### src/rtl/nn_accel_pkg.sv
// Shared types and defaults for the MNIST accelerator output stage.
package nn_accel_pkg;
   localparam int NUM_CLASSES_DEF = 10;
   localparam int SCORE_W_DEF     = 16;
   localparam logic [3:0] BCD_ERROR = 4'hF;

   typedef enum logic [1:0] {ARG_IDLE, ARG_COLLECT, ARG_DONE} argmax_state_e;
endpackage

### src/rtl/argmax_cmp_update.sv
// Combinational running-max update: signed compare, ties keep the lower index.
// Second-best tracking exists only when ARGMAX_MARGIN_EN is defined.
module argmax_cmp_update #(
   parameter int SCORE_W = 16,
   parameter int IDX_W   = 5
) (
   input  logic signed [SCORE_W-1:0] best,
   input  logic        [IDX_W-1:0]   best_idx,
`ifdef ARGMAX_MARGIN_EN
   input  logic signed [SCORE_W-1:0] second,
   output logic signed [SCORE_W-1:0] nxt_second,
`endif
   input  logic signed [SCORE_W-1:0] score,
   input  logic        [IDX_W-1:0]   idx,
   output logic signed [SCORE_W-1:0] nxt_best,
   output logic        [IDX_W-1:0]   nxt_best_idx
);
   always_comb begin
      nxt_best     = best;
      nxt_best_idx = best_idx;
`ifdef ARGMAX_MARGIN_EN
      nxt_second   = second;
`endif
      if (idx == '0) begin
         nxt_best     = score;
         nxt_best_idx = '0;
      end else if (score > best) begin
         nxt_best     = score;
         nxt_best_idx = idx;
`ifdef ARGMAX_MARGIN_EN
         nxt_second   = best;
`endif
      end
`ifdef ARGMAX_MARGIN_EN
      // index 1 always seeds second when it does not win
      else if (idx == IDX_W'(1) || score > second) begin
         nxt_second = score;
      end
`endif
   end
endmodule

### src/rtl/nn_output_argmax.sv
// Output-layer argmax: streams NUM_CLASSES signed scores, reports BCD winner.
// Define ARGMAX_MARGIN_EN to report the top1-minus-top2 margin.
module nn_output_argmax
   import nn_accel_pkg::*;
#(
   parameter int NUM_CLASSES = NUM_CLASSES_DEF,
   parameter int SCORE_W     = SCORE_W_DEF
) (
   input  logic                      clk,
   input  logic                      rst_n,
   input  logic                      start,
   input  logic                      score_valid,
   output logic                      score_ready,
   input  logic signed [SCORE_W-1:0] score_data,
   input  logic                      score_last,
   output logic                      busy,
   output logic                      class_valid,
   output logic [3:0]                class_bcd,
   output logic                      frame_error,
   output logic [SCORE_W:0]          margin
);
   localparam int CW = $clog2(NUM_CLASSES) + 1;

   argmax_state_e state, state_nxt;
   logic [CW-1:0] cnt, best_idx, nb_idx;
   logic signed [SCORE_W-1:0] best, nb;
   logic accept, at_last, frame_end, frame_err;

   assign accept    = score_valid & score_ready;
   assign at_last   = (cnt == CW'(NUM_CLASSES - 1));
   assign frame_end = score_last | at_last;
   // early last or missing last on the final index are both framing errors
   assign frame_err = score_last ^ at_last;

`ifdef ARGMAX_MARGIN_EN
   logic signed [SCORE_W-1:0] second, ns;
   argmax_cmp_update #(.SCORE_W(SCORE_W), .IDX_W(CW)) u_cmp (
      .best(best), .best_idx(best_idx), .second(second), .nxt_second(ns),
      .score(score_data), .idx(cnt), .nxt_best(nb), .nxt_best_idx(nb_idx)
   );
`else
   argmax_cmp_update #(.SCORE_W(SCORE_W), .IDX_W(CW)) u_cmp (
      .best(best), .best_idx(best_idx),
      .score(score_data), .idx(cnt), .nxt_best(nb), .nxt_best_idx(nb_idx)
   );
   assign margin = '0;
`endif

   always_ff @(posedge clk or negedge rst_n) begin
      if (!rst_n) state <= ARG_IDLE;
      else        state <= state_nxt;
   end

   always_comb begin
      state_nxt = state;
      case (state)
         ARG_IDLE:    if (start) state_nxt = ARG_COLLECT;
         ARG_COLLECT: if (!start && accept && frame_end) state_nxt = ARG_DONE;
         ARG_DONE:    if (start) state_nxt = ARG_COLLECT;
         default:     state_nxt = ARG_IDLE;
      endcase
   end

   always_comb begin
      busy        = (state == ARG_COLLECT);
      score_ready = (state == ARG_COLLECT) && !start;
   end

   always_ff @(posedge clk or negedge rst_n) begin
      if (!rst_n) begin
         cnt         <= '0;
         best        <= '0;
         best_idx    <= '0;
         class_valid <= 1'b0;
         class_bcd   <= 4'd0;
         frame_error <= 1'b0;
`ifdef ARGMAX_MARGIN_EN
         second      <= '0;
         margin      <= '0;
`endif
      end else if (start) begin
         // class_bcd deliberately keeps the previous result
         cnt         <= '0;
         best        <= '0;
         best_idx    <= '0;
         class_valid <= 1'b0;
         frame_error <= 1'b0;
`ifdef ARGMAX_MARGIN_EN
         second      <= '0;
         margin      <= '0;
`endif
      end else if (accept) begin
         cnt      <= cnt + 1'b1;
         best     <= nb;
         best_idx <= nb_idx;
`ifdef ARGMAX_MARGIN_EN
         second   <= ns;
`endif
         if (frame_end) begin
            class_valid <= 1'b1;
            frame_error <= frame_err;
            class_bcd   <= frame_err ? BCD_ERROR : 4'(nb_idx);
`ifdef ARGMAX_MARGIN_EN
            margin      <= frame_err ? '0 : ({nb[SCORE_W-1], nb} - {ns[SCORE_W-1], ns});
`endif
         end
      end
   end
endmodule

### config.mk
export PLATFORM = sky130hd
export DESIGN_NAME = nn_output_argmax
export DESIGN_NICKNAME = d
export VERILOG_FILES = /design/src/rtl/nn_accel_pkg.sv /design/src/rtl/argmax_cmp_update.sv /design/src/rtl/nn_output_argmax.sv
export SDC_FILE = /design/constraint.sdc
export NUM_CORES = 1
export LEC_CHECK = 0
export ABC_AREA = 0
export CORE_MARGIN = 3
export CORE_UTILIZATION = 43
export CTS_BUF_LIST = sky130_fd_sc_hd__clkbuf_8
export DETAILED_ROUTE_END_ITERATION = 8
export DONT_BUFFER_PORTS = 1
export GPL_ROUTABILITY_DRIVEN = 0
export HOLD_SLACK_MARGIN = 0.08
export PLACE_DENSITY = 0.63
export SLEW_MARGIN = 40
export SYNTH_ARGS = -nofsm -noshare
export SYNTH_HDL_FRONTEND = slang
export SYNTH_SLANG_ARGS = --single-unit
### constraint.sdc
create_clock -name clk -period 3.65 [get_ports clk]
set_clock_uncertainty 0.2 [all_clocks]
set_input_delay 0.9125 -clock clk [delete_from_list [all_inputs] [get_ports clk]]
set_output_delay 0.9125 -clock clk [all_outputs]
set_load 0.01 [all_outputs]
==> flow_metrics.tcl <==
set metrics [dict create \
    netlist_instances 250 \
    areaGrowthSynthToFinish_pct 4.81 \
    synth_area_um2 2210 \
    start_kind "input pin" \
    drt-pass1-iter-count 4 \
    postCtsSetupRepairBufs 0 \
    p_per_area_nw_per_um2 492 \
    post-dp-hpwl_um 3090 \
    p_leak_nw 1.05 \
    fmax_mhz 325 \
    drt_iter0_drc 58 \
    grt_pass1_wl_um 7160 \
    overflow 0 \
    ctsHoldBuffers 0 \
    status "finished, final reports clean" \
    vias 1551 \
    clockRootBuffer "clkbuf_8" \
    antenna_left 0 \
    h-tree-depth 2 \
    fp.dieW_um 77.7 \
    top_layer_used "met4" \
    cts.sinks 33 \
    fp-row-count 25 \
    finalPower_mw 1.14 \
    final-max-slew-violation-count 0 \
    grt_pass1_vias 1534 \
    fin_nets 293 \
    cts_resized 0 \
    track_usage 0.149 \
    min_period_ps 3080 \
    die_area_um2 6030 \
    relSlewSlack 0.477 \
    cp.required_ps 3610 \
    synthFlopType "dfrtp_1" \
    ir_worst_vdd_mv 0.182 \
    seq_area_frac_synth 0.374 \
    grt_max_degree 34 \
    pre_cts_ws_ps 277 \
    crit_arrival_ps 3040 \
    fill_cells 493 \
    worstMarginPinSlew_ps 779 \
    ys_async_sr_fraction 1.00 \
    drive_gt1_frac 0.0791 \
    coreArea_um2 4850 \
    route.met3.wl_um 273 \
    synth_edf_count 0 \
    fp.dieH_um 77.7 \
    start_util 0.456 \
    wl_met2_um 1830 \
    r2r_cells 9 \
    cap_viol_max_count 0 \
    hold_slack_ps 118 \
    ioPinCount 46 \
    met1_length_um 1890 \
    clockBufferDepth 2 \
    report.final.hold_viol_count 0 \
    fin_crit_sh 0.843 \
    drc 0 \
    setup_violations 0 \
    antenna_found_initial 0 \
    synth_warnings 0 \
    setup_tns_ps 0 \
    n_antenna_cell 0 \
    crit_type "in2reg" \
    finalWorstSetupSlack_ps 572 \
    clk-insertion-delay-late_ps 280 \
    worstPathMaxFanout 10 \
    path_clk_slew_ps 70 \
    io_buffers 0 \
    synth_area_per_cell_um2 8.84 \
    hold_path_class "in2async" \
    wirelength_um 4020 \
    ys_ff_latch 33 \
    wl_per_cell_um 12.6 \
    endpoint_kind "flop" \
    rsz0062_at_grt "false" \
    cts_buffers 5 \
    cts_tree "done" \
    yosysUniqueCellTypes 38 \
    vias_per_cell 4.85 \
]
## synthesized netlist by cell type, types with 2 or more instances
| cell | number | area share |
|---|---|---|
| nand3_1 | 11 | 0.025 |
| a21o_1 | 2 | 0.0068 |
| ha_1 | 20 | 0.11 |
| and2_1 | 2 | 0.0057 |
| xor2_1 | 3 | 0.012 |
| nand2_1 | 46 | 0.078 |
| buf_6 | 2 | 0.010 |
| nor3_1 | 2 | 0.0045 |
| nand4_1 | 3 | 0.0085 |
| mux2i_1 | 16 | 0.072 |
| o32ai_2 | 2 | 0.015 |
| a31oi_1 | 5 | 0.014 |
| buf_4 | 17 | 0.058 |
| clkbuf_1 | 7 | 0.012 |
| nor2_1 | 18 | 0.031 |
| dfrtp_1 | 33 | 0.37 |
| o21ai_0 | 6 | 0.014 |
| o32ai_1 | 2 | 0.0079 |
| nor2b_1 | 4 | 0.011 |
| inv_1 | 23 | 0.039 |
| a21oi_1 | 8 | 0.018 |
| a41o_1 | 2 | 0.0091 |
## where the power goes
group,internal [mW],switching [mW]
logic,0.148,0.201
clock network,0.170,0.129
registers,0.433,0.0597
total,0.751,0.389
## cell families after synthesis
group                    count (synthesis)  synth area share
adder cells (fa/ha/maj)                 20             0.113
AO/OA/AOI/OAI                           33             0.106
flip-flops                              33             0.374
other                                    1           0.00170
XOR/XNOR                                 4            0.0159
AND/OR/NAND/NOR                         94             0.198
multiplexers                            16            0.0725
buffers and inverters                   49             0.119
## per-stage QoR
stage                     std cells  cell area, µm²  utilization
after floorplan                 266            2270            -
after global placement          312            2210        0.457
after detailed placement        312            2210        0.457
after CTS                       320            2320        0.478
after global routing            320            2320        0.478
final                           320            2320        0.478
## sequential cells by signal, indices dropped and copies added (netlist names)
| name | count |
|---|---|
| class_bcd | 4 |
| state | 2 |
| frame_error | 1 |
| cnt | 5 |
| best_idx | 4 |
| class_valid | 1 |
| best | 16 |
## final cells by class
| type | instances | area [µm²] | area share |
|---|---|---|---|
| Clock inverter | 1 | 5.00 | 0.00216 |
| Inverter | 23 | 86.3 | 0.0373 |
| Multi-Input combinational cell | 184 | 1180 | 0.510 |
| Clock buffer | 7 | 96.3 | 0.0416 |
| Sequential cell | 33 | 826 | 0.357 |
| Tap cell | 67 | 83.8 | 0.0362 |
| Timing Repair Buffer | 5 | 37.5 | 0.0162 |
## per-layer routing
metal	track usage	vias to the layer above
li1	-	809
met1	0.194	703
met2	0.228	37
met3	0.0580	2
met4	0.0427	0
met5	0	-
## critical path, cell delays in order
cell and delay [ps]:
ha_1 350, nand4_2 150, nor4_2 370, a21bo_2 300
and3_1 150, o311a_1 430, buf_4 230, mux2i_1 130
## path summary, 6_finish.rpt
| check | to | startpoint | slack, ps |
|---|---|---|---|
| max in group asynchronous | best[13] | rst_n | 3040 |
| worst max-delay path | best[13] | score_data[15] | 570 |
| worst max register to register | best[13] | best[15] | 810 |
| worst min-delay path | class_valid | rst_n | 120 |
| min in group clk | state[0] | state[0] | 290 |
| worst min register to register | state[0] | state[0] | 290 |
## layout by cell type (no fill, tap or decap), drive strengths merged, types with 2 or more instances in the layout
cell,netlist,routed
nand2,46,46
dfrtp,33,33
inv,23,23
ha,20,20
nor2,18,18
conb,1,17
mux2i,16,16
nand3,11,11
a21oi,8,8
clkbuf,7,7
o21ai,7,7
a31oi,5,5
buf,19,5
nor2b,4,4
nand4,4,4
o32ai,4,4
xor2,3,3
and2,2,2
a21o,2,2
a41o,2,2
nor3,2,2
No activity file was read; power rests on OpenSTA's default activity.
